==> src/rtl/game_led_reporter.sv <==
// Streams the four game LEDs as an ASCII line ("wxyz" CR LF) over UART 8N1.
// LED changes that arrive while a frame is in flight collapse into one follow-up report.
module game_led_reporter #(
   parameter int unsigned CLKS_PER_BIT = 434
) (
   input  logic       clk,
   input  logic       rst_n,
   input  logic       w,
   input  logic       x,
   input  logic       y,
   input  logic       z,
   input  logic       report,
   output logic       tx,
   output logic       busy,
   output logic [7:0] coalesced
);

   // state | meaning
   // IDLE  | line high, waiting for report or LED change vs last_sent
   // START | start bit (low) for one bit time
   // DATA  | 8 data bits, LSB first
   // STOP  | stop bit (high); then next byte, or IDLE after LF
   typedef enum logic [1:0] {S_IDLE, S_START, S_DATA, S_STOP} state_t;

   localparam logic [15:0] BIT_LAST = 16'(CLKS_PER_BIT - 1);

   function automatic logic [7:0] frame_byte(input logic [2:0] idx, input logic [3:0] s);
      logic [7:0] b;
      b = 8'h0A;
      case (idx)
         3'd0:    b = 8'h30 + {7'd0, s[3]};
         3'd1:    b = 8'h30 + {7'd0, s[2]};
         3'd2:    b = 8'h30 + {7'd0, s[1]};
         3'd3:    b = 8'h30 + {7'd0, s[0]};
         3'd4:    b = 8'h0D;
         default: b = 8'h0A;
      endcase
      return b;
   endfunction

   state_t      state_q, state_d;
   logic [15:0] timer_q, timer_d;
   logic [2:0]  bit_idx_q, bit_idx_d;
   logic [2:0]  byte_idx_q, byte_idx_d;
   logic [3:0]  snap_q, snap_d;
   logic [3:0]  last_sent_q, last_sent_d;
   logic [3:0]  prev_q;
   logic [7:0]  coalesced_q, coalesced_d;
   logic        tx_q, tx_d;
   logic        busy_q, busy_d;
   logic [3:0]  leds;
   logic        bit_done;
   logic [7:0]  byte_d;

   assign leds     = {w, x, y, z};
   assign bit_done = (timer_q == BIT_LAST);

   always_comb begin
      state_d     = state_q;
      timer_d     = timer_q;
      bit_idx_d   = bit_idx_q;
      byte_idx_d  = byte_idx_q;
      snap_d      = snap_q;
      last_sent_d = last_sent_q;
      coalesced_d = coalesced_q;

      case (state_q)
         S_IDLE: begin
            if (report || (leds != last_sent_q)) begin
               snap_d      = leds;
               last_sent_d = leds;
               byte_idx_d  = 3'd0;
               bit_idx_d   = 3'd0;
               timer_d     = 16'd0;
               state_d     = S_START;
            end
         end
         S_START: begin
            if (bit_done) begin
               timer_d   = 16'd0;
               bit_idx_d = 3'd0;
               state_d   = S_DATA;
            end else begin
               timer_d = timer_q + 16'd1;
            end
         end
         S_DATA: begin
            if (bit_done) begin
               timer_d = 16'd0;
               if (bit_idx_q == 3'd7) begin
                  state_d = S_STOP;
               end else begin
                  bit_idx_d = bit_idx_q + 3'd1;
               end
            end else begin
               timer_d = timer_q + 16'd1;
            end
         end
         S_STOP: begin
            if (bit_done) begin
               timer_d = 16'd0;
               if (byte_idx_q == 3'd5) begin
                  state_d = S_IDLE;
               end else begin
                  byte_idx_d = byte_idx_q + 3'd1;
                  state_d    = S_START;
               end
            end else begin
               timer_d = timer_q + 16'd1;
            end
         end
         default: state_d = S_IDLE;
      endcase

      if (busy_q && (leds != prev_q) && (coalesced_q != 8'hFF)) begin
         coalesced_d = coalesced_q + 8'd1;
      end

      // Outputs are precomputed from next state so tx/busy come straight from flops.
      byte_d = frame_byte(byte_idx_d, snap_d);
      busy_d = (state_d != S_IDLE);
      case (state_d)
         S_START: tx_d = 1'b0;
         S_DATA:  tx_d = byte_d[bit_idx_d];
         default: tx_d = 1'b1;
      endcase
   end

   always_ff @(posedge clk or negedge rst_n) begin
      if (!rst_n) begin
         state_q     <= S_IDLE;
         timer_q     <= 16'd0;
         bit_idx_q   <= 3'd0;
         byte_idx_q  <= 3'd0;
         snap_q      <= 4'd0;
         last_sent_q <= 4'd0;
         prev_q      <= 4'd0;
         coalesced_q <= 8'd0;
         tx_q        <= 1'b1;
         busy_q      <= 1'b0;
      end else begin
         state_q     <= state_d;
         timer_q     <= timer_d;
         bit_idx_q   <= bit_idx_d;
         byte_idx_q  <= byte_idx_d;
         snap_q      <= snap_d;
         last_sent_q <= last_sent_d;
         prev_q      <= leds;
         coalesced_q <= coalesced_d;
         tx_q        <= tx_d;
         busy_q      <= busy_d;
      end
   end

   assign tx        = tx_q;
   assign busy      = busy_q;
   assign coalesced = coalesced_q;

endmodule

==> config.mk <==
export PLATFORM = sky130hd
export DESIGN_NAME = game_led_reporter
export DESIGN_NICKNAME = d
export VERILOG_FILES = /design/src/rtl/game_led_reporter.sv
export SDC_FILE = /design/constraint.sdc
export NUM_CORES = 1
export LEC_CHECK = 0
export CAP_MARGIN = 10
export CORE_UTILIZATION = 45
export CTS_BUF_LIST = sky130_fd_sc_hd__clkbuf_2 sky130_fd_sc_hd__clkbuf_4 sky130_fd_sc_hd__clkbuf_8
export DETAILED_ROUTE_END_ITERATION = 10
export PLACE_DENSITY_LB_ADDON = 0.08
export SYNTH_ARGS = -nofsm -noshare
export SYNTH_HDL_FRONTEND = slang
export SYNTH_SLANG_ARGS = --single-unit
==> constraint.sdc <==
create_clock -name clk -period 3.5 [get_ports clk]
set_clock_uncertainty 0.2 [all_clocks]
set_input_delay 0.35 -clock clk [delete_from_list [all_inputs] [get_ports clk]]
set_output_delay 0.35 -clock clk [all_outputs]
set_load 0.005 [all_outputs]
==> impl_metrics.csv, run 1 <==
group,metric,value,unit
place,gp_congestion,0.783,
logic_synthesis,syn_nets,270,
drt,finalWirelength,4.92,mm
cells_and_area,final_nets,295,
status,outcome,"finished clean",
logic_synthesis,synth-seq-cells,46,
logic_synthesis,syn-cell-area,2530,sq um
cts,clock_sinks,46,
critical_path,regToRegSetupSlack,390,ps
logic_synthesis,syn_area_per_cell,10.1,sq um
sta,slew_violations,0,
logic_synthesis,synth-main-ff-cell,"dfrtp_1",
drt,vias,1887,
floorplanning,dieArea,5940,sq um
sta,post-route-period-util,88.8,%
power_and_ir_drop,p_leak,0.00132,uW
sta,relSlewSlack,32.4,%
cells_and_area,drive_gt1_share,11.2,%
logic_synthesis,synth_edf_count,0,
critical_path,crit_path_end,"tx",
cts,cts-resized-gates,0,
power_and_ir_drop,p_seq_share,51.2,%
power_and_ir_drop,switchingPower,305,uW
power_and_ir_drop,comb_power_share,16.4,%
sta,setup_viol,0,
logic_synthesis,yosys_warnings,0,
sta,min_period,3110,ps
grt,grt_max_degree,47,
floorplanning,start_util,48.1,%
grt,gr-usage-all-layers,18.7,%
critical_path,timing.rr.start,"timer_q[1]",
critical_path,crit_arrival,3140,ps
floorplanning,core.rowCount,26,
grt,grt_overflow,0,
cts,cts_made_buffers,5,
sta,tns,0,ps
cts,postCtsSetupBuffers,0,
floorplanning,die_h,77.1,microns
place,place_hpwl,3.60,mm
sta,whs,7.76,ps
critical_path,cp-start-kind,"flop",
drt,route.detailed.drc,0,
drt,avgViaCountPerCell,5.44,
grt,grt_pass1_wl,8.71,mm
cts,clock_latency,300,ps
power_and_ir_drop,ir_drop,0.261,mV
drt,drt_iter0_markers,111,
cts,cts_tree,"done",
critical_path,cp.required,3530,ps
cts,hold_buffers,0,
drt,detail-route-antenna-nets,0,
floorplanning,num_io_pins,17,
cts,cts_buffer_depth,2,
floorplanning,die_w,77.1,microns
logic_synthesis,synth-seq-area-share,45.5,%
cts,clk_pin_slew,80,ps
sta,hold_viol,0,
critical_path,r2r_cells,10,
sta,worst_pin_slew,1010,ps
cells_and_area,area_growth,15.1,%
floorplanning,core,5270,sq um
sta,timing.fmax,322,MHz
critical_path,r2r-end,"tx",
job,drv_cap,0,
cts,h-tree-depth,2,
cts,clockRootBuffer,"clkbuf_8",
worst_hold_path,hold_path_class,"input pin to async pin",
cells_and_area,diodes,0,
grt,antenna_found_initial,0,
place,io_buffers,16,
drt,drt-wirelength-per-cell,14.2,microns
logic_synthesis,synth_cell_types,53,
critical_path,path_max_fanout,7,
logic_synthesis,synthArstFlopShare,100,%
critical_path,endpoint_kind,"flop",
power_and_ir_drop,swShare,24.7,%
drt,dr.pass1.iters,4,
power_and_ir_drop,pwr-share-clk,32.4,%
grt,grt_pass1_vias,1861,
sta,rsz0062_at_grt,"no",
critical_path,crit_start,"timer_q[1]",
power_and_ir_drop,powerDensity,424,nW/um^2
critical_path,crit_type,"flop to flop",
power_and_ir_drop,internal-power,932,uW
logic_synthesis,syn_inst,251,
## power groups by stage
stage | Sequential [uW] | Clock (uW) | Combinational [uW]
finish | 634 | 401 | 203
global route | 646 | 438 | 225
CTS | 635 | 415 | 206
detailed placement | 645 | 0 | 205
global placement | 646 | 0 | 203
floorplan | 643 | 0 | 81.5
## layer usage
layer  global-route usage (%)  vias up  part of all wire, %
met3                     3.21        9                  2.3
met5                        0        -                    0
met4                     6.79        0                  1.4
li1                         -      948                    -
met2                     30.9       20                   48
met1                     24.5      910                   49
## kinds of logic (layout without fill, tap and decap cells)
group / count (synthesis) / after routing / share of synthesized area, %
AOI/OAI and AO/OA: 45 / 45 / 12.2
xor gates and xnor gates: 24 / 24 / 8.29
adders and majority gates: 12 / 12 / 5.92
buffers and inverters: 14 / 40 / 2.07
DFF: 46 / 46 / 45.5
muxes: 10 / 10 / 4.39
and+or+nand+nor: 100 / 100 / 21.7
## worst min-delay path by stage
| stage | from | endpoint | slack [ps] |
|---|---|---|---|
| after floorplan | rst_n | bit_idx_q[0] | -150 |
| after global placement | snap_q[0] | snap_q[0] | 290 |
| after detailed placement | snap_q[2] | snap_q[2] | 290 |
| after CTS | rst_n | coalesced[3] | 60 |
| after global routing | rst_n | coalesced[7] | 110 |
| final | rst_n | coalesced[3] | 8 |
## registers in the layout, indices dropped and copies added (netlist names)
signal / cells
last_sent_q: 4
bit_idx_q: 3
tx: 1
snap_q: 4
state_q: 2
prev_q: 4
busy: 1
timer_q: 16
byte_idx_q: 3
coalesced: 8
## synth_stat cells, drive strengths merged, types with 5 or more instances
cell / instances / area, sq um
dfrtp: 45 / 1130
nor2: 25 / 93.8
nand2: 24 / 90.1
xor2: 14 / 123
ha: 12 / 150
inv: 11 / 41.3
o21ai: 11 / 55.1
a21oi: 10 / 50.1
xnor2: 10 / 87.6
mux2: 9 / 101
nand3: 8 / 40.0
nand4: 5 / 31.3
nor4: 5 / 46.3
## placed cells by master (no fill, tap or decap), drive strengths merged, types with 3 or more instances in the layout
cell	n
xnor2	10
nor2	25
xor2	14
a21oi	10
nand2b	3
buf	6
nor4b	4
dfrtp	45
ha	12
o31ai	3
nor4	5
clkbuf	6
and3	4
mux2	9
nand4	5
inv	11
nor3	4
nand3	8
a211oi	4
o21ai	11
nand3b	3
nand2	24
clkdlybuf4s50	15
## stage by stage
| step | setup slack [ps] | util, % | area, sq um | total power (uW) | std cells |
|---|---|---|---|---|---|
| after floorplan | 583 | - | 2530 | 725 | 251 |
| after global placement | 428 | 53.2 | 2800 | 850 | 339 |
| after detailed placement | 398 | 53.2 | 2800 | 851 | 339 |
| after CTS | 380 | 55.4 | 2920 | 1260 | 347 |
| after global routing | 198 | 55.4 | 2920 | 1310 | 347 |
| final | 393 | 55.4 | 2920 | 1240 | 347 |
## area by class of cell
| class | instances | area (sq um) |
|---|---|---|
| fill | 479 | 2350 |
| multi-input combinational | 191 | 1330 |
| sequential | 46 | 1150 |
| timing repair buffer | 21 | 193 |
| tap | 70 | 87.6 |
| clock buffer | 6 | 76.3 |
| inverter | 11 | 41.3 |
| clock inverter | 2 | 37.5 |
## worst max-delay path, cell delays in order (launching register included)
cell and delay (ps):
dfrtp_1 430, inv_1 70, ha_1 140, or4b_1 480, nor4_4 430, o21bai_2 100
or2_1 250, a221o_1 460, nor4b_2 250, a31oi_1 60, a2bb2oi_1 170
(Power assumes the default switching activity.)
==> inputs of run 2 (changes only) <==
--- a/config.mk
+++ b/config.mk
@@ -9,6 +9,7 @@
 export CORE_UTILIZATION = 45
 export CTS_BUF_LIST = sky130_fd_sc_hd__clkbuf_2 sky130_fd_sc_hd__clkbuf_4 sky130_fd_sc_hd__clkbuf_8
 export DETAILED_ROUTE_END_ITERATION = 10
+export MAX_ROUTING_LAYER = met4
 export PLACE_DENSITY_LB_ADDON = 0.08
 export SYNTH_ARGS = -nofsm -noshare
 export SYNTH_HDL_FRONTEND = slang
==> run 2 against run 1 <==
Effect of this change: critical path depth did not move; non-clock buffer count did not move; core utilization did not move; sequential power barely moved; final cell count did not move; clock power barely moved; flip-flop and latch count did not move; critical path type unchanged.
==> impl_metrics.csv, run 2 (same netlist as run 1, synthesis figures left out) <==
group,metric,value,unit
grt,top_usage_layer,"met2",
cells_and_area,largest_register,"timer_q",
place,place_hpwl,3.60,mm
cts,cts_buffer_depth,2,
cts,clk_pin_slew,80,ps
worst_hold_path,hold_path_class,"input pin to async pin",
cts,cts_made_buffers,5,
drt,drt-wirelength-per-cell,14.2,microns
critical_path,cp.required,3530,ps
power_and_ir_drop,power.total,1240,uW
critical_path,crit_arrival,3140,ps
cells_and_area,fin_area,2920,sq um
critical_path,cp-start-kind,"flop",
grt,use_met2,30.9,%
sta,timing.fmax,322,MHz
cells_and_area,diodes,0,
drt,drt_iter0_markers,120,
place,io_buffers,16,
sta,relSlewSlack,32.5,%
sta,whs,6.71,ps
cts,cts_tree,"done",
grt,gr-usage-met1,24.5,%
grt,gr-usage-all-layers,19.2,%
floorplanning,die_w,77.1,microns
grt,grt_max_degree,47,
cells_and_area,area_growth,15.1,%
sta,rsz0062_at_grt,"no",
power_and_ir_drop,ir_drop,0.261,mV
cells_and_area,layout_common_cells,"dfrtp_1 (45), nor2_1 (25), nand2_1 (24)",
floorplanning,core,5270,sq um
cts,postCtsSetupBuffers,0,
critical_path,crit_type,"flop to flop",
grt,grt_pass1_wl,8.72,mm
cts,clock_latency,300,ps
sta,post-route-period-util,88.8,%
floorplanning,num_io_pins,17,
cells_and_area,largest_reg_flops,16,
cts,clockRootBuffer,"clkbuf_8",
place,gp_congestion,0.794,
sta,worst_pin_slew,1010,ps
drt,dr.pass1.iters,4,
power_and_ir_drop,powerDensity,424,nW/um^2
floorplanning,start_util,48.1,%
grt,antenna_found_initial,0,
grt,gr-usage-met3,3.21,%
cts,clock_sinks,46,
power_and_ir_drop,p_leak,0.00132,uW
cts,hold_buffers,0,
status,outcome,"finished clean",
sta,hold_viol,0,
cells_and_area,final_common_cell,"dfrtp_1",
critical_path,path_max_fanout,7,
sta,min_period,3110,ps
cells_and_area,drive_gt1_share,11.2,%
floorplanning,die_h,77.1,microns
drt,finalWirelength,4.92,mm
cts,h-tree-depth,2,
drt,avgViaCountPerCell,5.42,
floorplanning,core.rowCount,26,
sta,setup_viol,0,
drt,vias,1882,
sta,slew_violations,0,
drt,route.detailed.drc,0,
cts,cts-resized-gates,0,
drt,detail-route-antenna-nets,0,
place,placed_cell_area,2800,sq um
sta,tns,0,ps
grt,grt_overflow,0,
cells_and_area,final_nets,295,
cells_and_area,postLayoutCoreUtil,55.4,%
job,drv_cap,0,
cells_and_area,fillers,479,
floorplanning,dieArea,5940,sq um
grt,grt_pass1_vias,1860,
critical_path,endpoint_kind,"flop",
==> run 2: worst paths after layout <==
path	from	end	slack [ps]	cells after the start
max	timer_q[1]	tx	390	10
min	rst_n	coalesced[3]	7	1
max reg2reg	timer_q[1]	tx	390	10
min reg2reg	coalesced[6]	coalesced[6]	300	1
max in group asynchronous	rst_n	timer_q[15]	2450	1
min in group clk	coalesced[6]	coalesced[6]	300	1
==> run 2: layout make-up <==
class                      count  area (sq um)  share of cell area, %
inverter                      11          41.3                   1.42
timing repair buffer          21           193                   6.60
sequential                    46          1150                   39.5
multi-input combinational    191          1330                   45.6
tap                           70          87.6                   3.00
clock inverter                 2          37.5                   1.29
clock buffer                   6          76.3                   2.62
==> run 2: power by group <==
| group | internal [uW] | switching, uW | total (uW) |
|---|---|---|---|
| logic | 132 | 71.5 | 203 |
| registers | 580 | 53.8 | 634 |
| clock network | 221 | 180 | 401 |
| total | 932 | 306 | 1240 |
==> run 2: routing by layer <==
| layer | routed length (microns) | part of all wire (%) |
|---|---|---|
| met1 | 2380 | 48 |
| met2 | 2360 | 48 |
| met3 | 120 | 2.4 |
| met4 | 69 | 1.4 |
| met5 | 0 | 0 |
==> run 2: critical path: stages, from the launching register on <==
cell and delay [ps]:
dfrtp_1 430, inv_1 70, ha_1 140, or4b_1 480
nor4_4 430, o21bai_2 100, or2_1 250, a221o_1 460
nor4b_2 250, a31oi_1 60, a2bb2oi_1 180
==> run 2: stage by stage <==
stage | setup slack [ps] | cells
floorplan | 583 | 251
global placement | 428 | 339
detailed placement | 398 | 339
CTS | 380 | 347
global route | 198 | 347
finish | 391 | 347
==> inputs of run 3 (changes only) <==
--- a/config.mk
+++ b/config.mk
@@ -6,11 +6,13 @@
 export NUM_CORES = 1
 export LEC_CHECK = 0
 export CAP_MARGIN = 10
-export CORE_UTILIZATION = 45
+export CORE_UTILIZATION = 32
 export CTS_BUF_LIST = sky130_fd_sc_hd__clkbuf_2 sky130_fd_sc_hd__clkbuf_4 sky130_fd_sc_hd__clkbuf_8
 export DETAILED_ROUTE_END_ITERATION = 10
 export MAX_ROUTING_LAYER = met4
 export PLACE_DENSITY_LB_ADDON = 0.08
+export SETUP_SLACK_MARGIN = 0.1
+export SLEW_MARGIN = 5
 export SYNTH_ARGS = -nofsm -noshare
 export SYNTH_HDL_FRONTEND = slang
 export SYNTH_SLANG_ARGS = --single-unit
==> run 3 against run 2 <==
Effect of this change: the flow now finishes with violations (negative hold slack); worst setup slack lost 42 ps; routed wire length grew 8.2%; non-clock buffer count grew 4; power shrank 3.2%; combinational power is essentially flat; sequential power is essentially flat; global-route usage shrank 4.6 points; fmax shrank 1.3%; critical path type unchanged.
==> impl_metrics.csv, run 3 (same netlist as run 1, synthesis figures left out) <==
group,metric,value,unit
floorplanning,die_h,91.0,microns
grt,gr-usage-met1,20.6,%
critical_path,crit_type,"flop to flop",
cells_and_area,final_nets,299,
critical_path,crit_arrival,3180,ps
floorplanning,core.rowCount,32,
floorplanning,start_util,33.0,%
critical_path,endpoint_kind,"flop",
cts,clock_sinks,46,
worst_hold_path,hold_path_class,"input pin to async pin",
drt,avgViaCountPerCell,4.97,
sta,post-route-period-util,90.0,%
grt,gr-usage-met3,2.51,%
sta,timing.fmax,317,MHz
critical_path,cp.required,3530,ps
cts,h-tree-depth,2,
sta,worst_slack,350,ps
grt,top_usage_layer,"met2",
sta,min_period,3150,ps
grt,grt_max_degree,43,
sta,whs,-17.7,ps
cells_and_area,layout_common_cells,"dfrtp_1 (45), nor2_1 (25), nand2_1 (24)",
job,drv_cap,0,
drt,route.detailed.drc,0,
sta,worst_pin_slew,961,ps
drt,dr.pass1.iters,4,
power_and_ir_drop,powerDensity,403,nW/um^2
cells_and_area,largest_reg_flops,16,
status,outcome,"finished with violations",
drt,finalWirelength,5.33,mm
grt,grt_overflow,0,
cells_and_area,fin_cells,383,
cells_and_area,final_common_cell,"dfrtp_1",
cells_and_area,fin_area,2970,sq um
drt,drt-wirelength-per-cell,13.9,microns
cells_and_area,drive_gt1_share,12.5,%
grt,grt_pass1_vias,1865,
place,place_hpwl,3.85,mm
drt,vias,1902,
cts,clock_latency,310,ps
cts,cts_buffer_depth,2,
place,placed_cell_area,2860,sq um
floorplanning,core,7690,sq um
sta,hold_viol,22,
sta,tns,0,ps
cts,clockRootBuffer,"clkbuf_8",
floorplanning,num_io_pins,17,
cells_and_area,largest_register,"timer_q",
grt,antenna_found_initial,0,
place,placed_cells,373,
sta,relSlewSlack,35.9,%
critical_path,path_max_fanout,7,
power_and_ir_drop,p_leak,0.00133,uW
sta,rsz0062_at_grt,"no",
floorplanning,die_w,91.0,microns
cells_and_area,area_growth,17.3,%
cts,clk_pin_slew,100,ps
drt,detail-route-antenna-nets,0,
cells_and_area,diodes,0,
cts,cts_tree,"done",
floorplanning,dieArea,8280,sq um
grt,grt_pass1_wl,9.33,mm
place,gp_congestion,0.850,
cts,cts_made_buffers,5,
sta,setup_viol,0,
place,place_ws,321,ps
grt,gr-usage-all-layers,14.7,%
sta,slew_violations,0,
critical_path,cp-start-kind,"flop",
drt,drt_iter0_markers,55,
place,io_buffers,16,
power_and_ir_drop,ir_drop,0.170,mV
grt,use_met2,21.5,%
status,violations,"negative hold slack",
run 3: cell types whose count changed in the layout (fill, tap and decap cells not counted):
cell / before / now
buf_4: 5 / 9
bufinv_16: 1 / 0
clkbuf_4: 1 / 0
clkbuf_8: 5 / 6
inv_6: 0 / 1
run 3: critical path, cell delays in order, from the launching register on:
cell	delay [ps]
dfrtp_1	430
inv_1	70
ha_1	140
or4b_1	490
nor4_4	280
buf_4	190
o21bai_2	70
or2_1	240
a221o_1	460
nor3b_1	280
a211oi_1	80
a2bb2oi_1	140
run 3: cell type report:
cell class / count / area (sq um)
tap: 102 / 128
timing repair buffer: 25 / 223
clock inverter: 2 / 16.3
sequential: 46 / 1150
fill: 791 / 4710
inverter: 11 / 41.3
clock buffer: 6 / 82.6
multi-input combinational: 191 / 1330
run 3: worst paths after layout:
check                      slack, ps  startpoint  cells after the start            end
setup reg to reg                 350  timer_q[1]                     11             tx
max in group asynchronous       2470       rst_n                      2  byte_idx_q[2]
min in group clk                 300   snap_q[2]                      1      snap_q[2]
hold reg to reg                  300   snap_q[2]                      1      snap_q[2]
setup / recovery                 350  timer_q[1]                     11             tx
hold / removal                   -20       rst_n                      1   coalesced[5]
run 3: metal layers:
| layer | wire length (microns) | vias up | part of all wire, % |
|---|---|---|---|
| met1 | 2760 | 915 | 52 |
| met3 | 107 | 5 | 2.0 |
| met4 | 74 | 0 | 1.4 |
| li1 | - | 958 | - |
| met5 | 0 | - | 0 |
| met2 | 2380 | 24 | 45 |
run 3: timing repair:
action | in CTS | in global routing
gates resized for setup | 0 | 0
endpoints found under the setup margin | 0 | 1
hold buffers | 0 | 0
setup buffers | 0 | 2
run 3: report_power, final:
| part | switching (uW) | leakage, uW | total [uW] | internal (uW) |
|---|---|---|---|---|
| combinational | 70.7 | 0.000699 | 202 | 131 |
| clock | 199 | 0.0000478 | 362 | 163 |
| sequential | 55.0 | 0.000586 | 635 | 580 |
run 3: metrics by stage:
| stage | util [%] | total power [uW] |
|---|---|---|
| floorplan | - | 725 |
| global placement | 37.2 | 853 |
| detailed placement | 37.2 | 853 |
| CTS | 38.5 | 1220 |
| global route | 38.7 | 1270 |
| finish | 38.7 | 1200 |
